===== src/rtl/cpu_pkg.sv =====
// cpu_pkg: ALU opcodes, branch condition codes and flag bit positions shared across the CPU.
package cpu_pkg;
    localparam logic [2:0] ALU_ADD    = 3'b000;
    localparam logic [2:0] ALU_SUB    = 3'b001;
    localparam logic [2:0] ALU_XOR    = 3'b010;
    localparam logic [2:0] ALU_RED    = 3'b011;
    localparam logic [2:0] ALU_SLL    = 3'b100;
    localparam logic [2:0] ALU_SRA    = 3'b101;
    localparam logic [2:0] ALU_ROR    = 3'b110;
    localparam logic [2:0] ALU_PADDSB = 3'b111;

    localparam logic [2:0] CC_NE     = 3'b000;
    localparam logic [2:0] CC_EQ     = 3'b001;
    localparam logic [2:0] CC_GT     = 3'b010;
    localparam logic [2:0] CC_LT     = 3'b011;
    localparam logic [2:0] CC_GE     = 3'b100;
    localparam logic [2:0] CC_LE     = 3'b101;
    localparam logic [2:0] CC_OV     = 3'b110;
    localparam logic [2:0] CC_UNCOND = 3'b111;

    localparam int FLAG_N = 2;
    localparam int FLAG_Z = 1;
    localparam int FLAG_V = 0;

    typedef enum logic {ST_IDLE, ST_WAIT} br_state_e;

    // Which of {N,Z,V} an EX instruction is allowed to write.
    function automatic logic [2:0] flag_mask(input logic set_flags, input logic [2:0] op);
        return !set_flags ? 3'b000 :
               (op == ALU_ADD || op == ALU_SUB) ? 3'b111 :
               (op == ALU_RED || op == ALU_PADDSB) ? 3'b000 : 3'b010;
    endfunction
endpackage


===== src/rtl/cond_eval.sv =====
// cond_eval: evaluates a branch condition code against an {N,Z,V} flag vector.
module cond_eval
    import cpu_pkg::*;
(
    input  logic [2:0] flags,
    input  logic [2:0] cond,
    output logic       cond_true
);
    logic n, z, v;
    always_comb begin
        n = flags[FLAG_N];
        z = flags[FLAG_Z];
        v = flags[FLAG_V];
        cond_true = (cond == CC_NE) ? !z :
                    (cond == CC_EQ) ? z :
                    (cond == CC_GT) ? (!z && !n) :
                    (cond == CC_LT) ? n :
                    (cond == CC_GE) ? (z || (!z && !n)) :
                    (cond == CC_LE) ? (n || z) :
                    (cond == CC_OV) ? v : 1'b1;
    end
endmodule


===== src/rtl/flag_branch_unit.sv =====
// flag_branch_unit: architectural N/Z/V register plus branch resolution,
// covering the EX->ID flag hazard by bypass or by a one-cycle stall.
module flag_branch_unit
    import cpu_pkg::*;
#(
    parameter bit BYPASS = 1'b1
) (
    input  logic        clk,
    input  logic        rst_n,
    input  logic        ex_commit,
    input  logic        ex_set_flags,
    input  logic [2:0]  ex_alu_op,
    input  logic [15:0] ex_result,
    input  logic        ex_v,
    input  logic        id_br_valid,
    input  logic [2:0]  id_cond,
    input  logic        id_flush,
    output logic        br_taken,
    output logic        br_stall,
    output logic [2:0]  flags
);
    logic [2:0] mask, ex_flags, merged, eff_flags;
    logic       cond_true, stall_req;
    br_state_e  state, state_nxt;

    always_comb begin
        mask = flag_mask(ex_set_flags, ex_alu_op);
        ex_flags = {ex_result[15], ex_result == 16'h0000, ex_v};
        // AND with the mask keeps an X on unused ex_v out of the register.
        merged = (flags & ~mask) | (ex_flags & mask);
        eff_flags = (BYPASS && ex_commit) ? merged : flags;
    end

    cond_eval u_cond_eval (
        .flags     (eff_flags),
        .cond      (id_cond),
        .cond_true (cond_true)
    );

    always_comb begin
        stall_req = !BYPASS && state == ST_IDLE && id_br_valid && !id_flush && |mask;
        state_nxt = stall_req ? ST_WAIT : ST_IDLE;
        br_stall = rst_n && stall_req;
        br_taken = rst_n && id_br_valid && !id_flush && !stall_req && cond_true;
    end

    always_ff @(posedge clk or negedge rst_n) begin
        if (!rst_n) begin
            flags <= 3'b000;
            state <= ST_IDLE;
        end else begin
            if (ex_commit && |mask) flags <= merged;
            state <= state_nxt;
        end
    end
endmodule


===== config.mk =====
export PLATFORM = sky130hd
export DESIGN_NAME = flag_branch_unit
export DESIGN_NICKNAME = d
export VERILOG_FILES = /design/src/rtl/cpu_pkg.sv /design/src/rtl/cond_eval.sv /design/src/rtl/flag_branch_unit.sv
export SDC_FILE = /design/constraint.sdc
export NUM_CORES = 1
export LEC_CHECK = 0
export CAP_MARGIN = 20
export CORE_AREA = 2 2 39 41
export DETAILED_ROUTE_END_ITERATION = 10
export DIE_AREA = 0 0 41 43
export HOLD_SLACK_MARGIN = 0.06
export PLACE_DENSITY = 0.78
export SYNTH_ARGS = -nofsm -noshare
export SYNTH_HDL_FRONTEND = slang
export SYNTH_SLANG_ARGS = --single-unit

===== constraint.sdc =====
create_clock -name clk -period 3.89 [get_ports clk]
set_input_delay 1.167 -clock clk [delete_from_list [all_inputs] [get_ports clk]]
set_output_delay 1.167 -clock clk [all_outputs]
set_load 0.05 [all_outputs]

==> impl_summary.log <==
[metrics] result of the run: finished with violations
[metrics] violated checks: setup timing
[metrics] area of the die: between 0.0015 and 0.002 mm²
[metrics] largest registers in the final layout: flags (3)
[metrics] TritonCTS clock tree: yes
[metrics] routed wire length per instance: around 12 µm
[metrics] count of placed standard cells including taps: 83
[metrics] Clock Tree Root: sky130_fd_sc_hd__clkbuf_4
[metrics] count of unresolved DRC violations after routing: 0
[metrics] critical path arrival: 2.73 ns
[metrics] number of hold buffers added after CTS: 0
[metrics] flip-flop count of the largest register, all copies and words added: 3
[metrics] layout filler cell count: 140
[metrics] final routed wirelength across all metal layers: approximately 1000 µm
[metrics] maximum number of pins on one net before global-route repair: 5
[metrics] Layout Area Growth over Synthesis: 157%
[metrics] overall routing resource usage: 13.1%
[metrics] FP Rows: 14
[metrics] Avg Cell Area, Syn: around 8.5 µm²
[metrics] Final Net Count: between 100 and 150
[metrics] post-detail-place hpwl: roughly 790 µm
[metrics] fraction of power spent switching nets: 35.2%
[metrics] ratio of final minimum period to clock period: 100%
[metrics] number of cells in the finished layout apart from fillers: 89
[metrics] number of failing hold endpoints at the final stage: 0
[metrics] cell internal pwr: around 0.12 mW
[metrics] Clock Power Share: about a third
[metrics] smallest setup slack after layout: -0.0106 ns
[metrics] Top reg by flops: flags
[metrics] worst-case vdd ir drop: 0.000159 V
[metrics] final core occ: slightly above 50%
[metrics] combinational fraction of design power: 46.4%
[metrics] portion of the post-synthesis area used by sequential elements: 27.5%
[metrics] vias: 408
[metrics] total power consumption of the routed design: 0.178 mW
[metrics] synthesized cell area: 273 µm²
[metrics] count of mapped cells out of synthesis: 32
[metrics] deepest level of the CTS H-tree: 1
[metrics] layout cells sized above 1: 34.2%
[metrics] number of warnings issued by yosys: 0
[metrics] Critical Path Source Type: input pin
[metrics] number of synthesized register bits: 3
[metrics] setup skew after layout: 0 ns
[metrics] clock slew at the register clock pins of the worst setup and hold paths: around 0.04 ns
[metrics] sequential share of power: 22.1%
[metrics] cell area reported after detailed placement: 663 µm²
[metrics] power per unit of standard cell area: 253 mW/mm²
[metrics] IO buf count: 32
[metrics] sort of element at the end of the critical path: primary output
[metrics] total global routing overflow: 0
[metrics] pins over their slew limit: 0
[metrics] final-layout worst hold slack: 0.523 ns
[metrics] timing-limited maximum frequency: roughly 260 MHz
[metrics] final period demand of the worst path: between 3 and 4 ns
[metrics] class of the worst hold path: flip-flop to flip-flop
[metrics] type of the worst setup path: input pin to primary output
[metrics] length in cells of the worst reg-to-reg path: 4
[metrics] Floorplan Core Area: 0.00138 mm²
[metrics] CTS buffer count: 3
[metrics] last weighted congestion value of the routability-driven placer: between 0.6 and 0.7
[metrics] antenna diode count: 0
[metrics] net switching power figure: 0.0626 mW
[metrics] count of routing violations after the opening detailed-route iteration: 0
[metrics] Data required, critical path: approximately 2.7 ns
[metrics] residual antenna-violating net count after detailed routing: 0
[metrics] Max Cap Viol: 0
[metrics] later-pin clock latency in the skew report: roughly 0.23 ns
[metrics] height of the die: 43 µm
[metrics] unrepaired setup endpoints after global routing: true
[metrics] number of distinct library cell variants in the gate-level netlist after synthesis: 20
[metrics] antenna violations before repair: 0
[metrics] Hold Path Stages: 1
[metrics] Setup Viol. Count Final: 1
[metrics] P_leak: just over 0.3 nW
[metrics] via count of the first global-routing pass: 418
[metrics] number of search-and-repair iterations in the first detailed-routing pass: 1
[metrics] post-synth net total: 61
[metrics] Ports: 34
[metrics] via density per instance: roughly 4.6
[metrics] chip width: 41 µm
[metrics] clock sink count: 3
[metrics] CP max FO: 3
[metrics] effective utilization at floorplan: 19.7%
[metrics] area of all placed cells without fillers: 702 µm²
[metrics] CTS Buffer Depth: 2
[metrics] wire length of the first global-routing pass: 1530 µm
==> area by class of cell <==
class / instances / area (µm²) / share of cell area (%)
inverters: 3 / 11.3 / 1.60
multi-input cells: 25 / 229 / 32.6
clock buffers: 4 / 26.3 / 3.74
flip-flops and latches: 3 / 75.1 / 10.7
well taps: 16 / 20.0 / 2.85
repair buffers: 38 / 340 / 48.5
==> cell families after synthesis <==
group	after synthesis	synth area share, %
AOI/OAI and AO/OA	5	13.3
muxes	4	19.7
buffers and inverters	4	6.88
and+or+nand+nor	15	31.2
DFF	3	27.5
other	1	1.37
==> through the flow <==
stage	setup WS (ns)	TNS [ns]
5_1_grt	-0.0738	-0.0738
4_1_cts	0.000145	0
2_1_floorplan	0.00409	0
6_report	-0.0106	-0.0106
3_3_place_gp	-0.344	-0.344
3_5_place_dp	-0.356	-0.356
==> metal layers <==
metal | track usage, % | vias up | wire length (µm)
met3 | 4.19 | 0 | 124
li1 | - | 203 | -
met2 | 21.9 | 22 | 536
met5 | 0 | - | 0
met1 | 13.9 | 183 | 382
met4 | 6.00 | 0 | 0
==> critical path, cell delays in order <==
cell	delay, ns
sky130_fd_sc_hd__buf_6	0.09
sky130_fd_sc_hd__and4bb_4	0.35
sky130_fd_sc_hd__mux2i_4	0.27
sky130_fd_sc_hd__inv_2	0.06
sky130_fd_sc_hd__a211o_1	0.29
sky130_fd_sc_hd__a311oi_4	0.34
sky130_fd_sc_hd__buf_12	0.18
==> path summary, 6_finish.rpt <==
path | from | end | slack (ns)
setup / recovery | ex_alu_op[2] | br_taken | -0.01
hold / removal | flags[0]$_DFFE_PN0P_ | flags[0]$_DFFE_PN0P_ | 0.52
setup reg to reg | flags[1]$_DFFE_PN0P_ | flags[1]$_DFFE_PN0P_ | 2.96
hold reg to reg | flags[0]$_DFFE_PN0P_ | flags[0]$_DFFE_PN0P_ | 0.52
max in group asynchronous | rst_n | flags[0]$_DFFE_PN0P_ | 2.61
min in group asynchronous | rst_n | flags[2]$_DFFE_PN0P_ | 1.12
==> power by group through the flow <==
stage | Clock, mW | Combinational (mW) | Sequential, mW
final | 0.0560 | 0.0826 | 0.0393
after global routing | 0.0585 | 0.0879 | 0.0399
after CTS | 0.0580 | 0.0838 | 0.0395
after detailed placement | 0 | 0.0862 | 0.0399
after global placement | 0 | 0.0858 | 0.0398
after floorplan | 0 | 0.0244 | 0.0561
==> cells in the final DEF, fill, tap and decap left out <==
master	count
sky130_fd_sc_hd__buf_2	3
sky130_fd_sc_hd__and4bb_4	1
sky130_fd_sc_hd__o21ai_0	1
sky130_fd_sc_hd__buf_6	1
sky130_fd_sc_hd__buf_12	1
sky130_fd_sc_hd__mux2i_2	1
sky130_fd_sc_hd__nor4_1	2
sky130_fd_sc_hd__nor2b_1	1
sky130_fd_sc_hd__a21oi_2	1
sky130_fd_sc_hd__conb_1	1
sky130_fd_sc_hd__dfrtp_1	3
sky130_fd_sc_hd__mux2_2	1
sky130_fd_sc_hd__nand2_1	4
sky130_fd_sc_hd__clkbuf_1	1
sky130_fd_sc_hd__a311oi_4	1
sky130_fd_sc_hd__inv_1	2
sky130_fd_sc_hd__nor3_2	1
sky130_fd_sc_hd__nand4_1	1
sky130_fd_sc_hd__mux2i_4	1
sky130_fd_sc_hd__clkdlybuf4s50_1	10
sky130_fd_sc_hd__clkbuf_4	3
sky130_fd_sc_hd__nor2_1	3
sky130_fd_sc_hd__inv_2	1
sky130_fd_sc_hd__buf_4	6
sky130_fd_sc_hd__dlygate4sd2_1	17
sky130_fd_sc_hd__a211o_1	1
sky130_fd_sc_hd__o311ai_2	1
sky130_fd_sc_hd__nor4_2	2
sky130_fd_sc_hd__mux2i_1	1
==> Yosys cell counts <==
library cell / number / area [µm²]
sky130_fd_sc_hd__nand4_1: 1 / 6.26
sky130_fd_sc_hd__a311oi_1: 1 / 8.76
sky130_fd_sc_hd__buf_4: 1 / 7.51
sky130_fd_sc_hd__inv_1: 2 / 7.51
sky130_fd_sc_hd__conb_1: 1 / 3.75
sky130_fd_sc_hd__o311ai_0: 1 / 8.76
sky130_fd_sc_hd__mux2_2: 1 / 11.3
sky130_fd_sc_hd__inv_2: 1 / 3.75
sky130_fd_sc_hd__nand2_1: 4 / 15.0
sky130_fd_sc_hd__nor3_1: 1 / 5.00
sky130_fd_sc_hd__nor4_1: 4 / 25.0
sky130_fd_sc_hd__mux2i_4: 1 / 22.5
sky130_fd_sc_hd__and4bb_4: 1 / 16.3
sky130_fd_sc_hd__nor2b_1: 1 / 6.26
sky130_fd_sc_hd__dfrtp_1: 3 / 75.1
sky130_fd_sc_hd__mux2i_1: 2 / 20.0
sky130_fd_sc_hd__a211o_1: 1 / 8.76
sky130_fd_sc_hd__a21oi_1: 1 / 5.00
sky130_fd_sc_hd__nor2_1: 3 / 11.3
sky130_fd_sc_hd__o21ai_0: 1 / 5.00
==> what timing repair did <==
action                                  4_1_cts  5_1_grt
pin swaps                                    11        2
gates cloned                                  0        0
resized for setup                            39        1
buffers inserted                              2        0
endpoints found under the setup margin        1        1
Power figures use the tool's default switching activity.
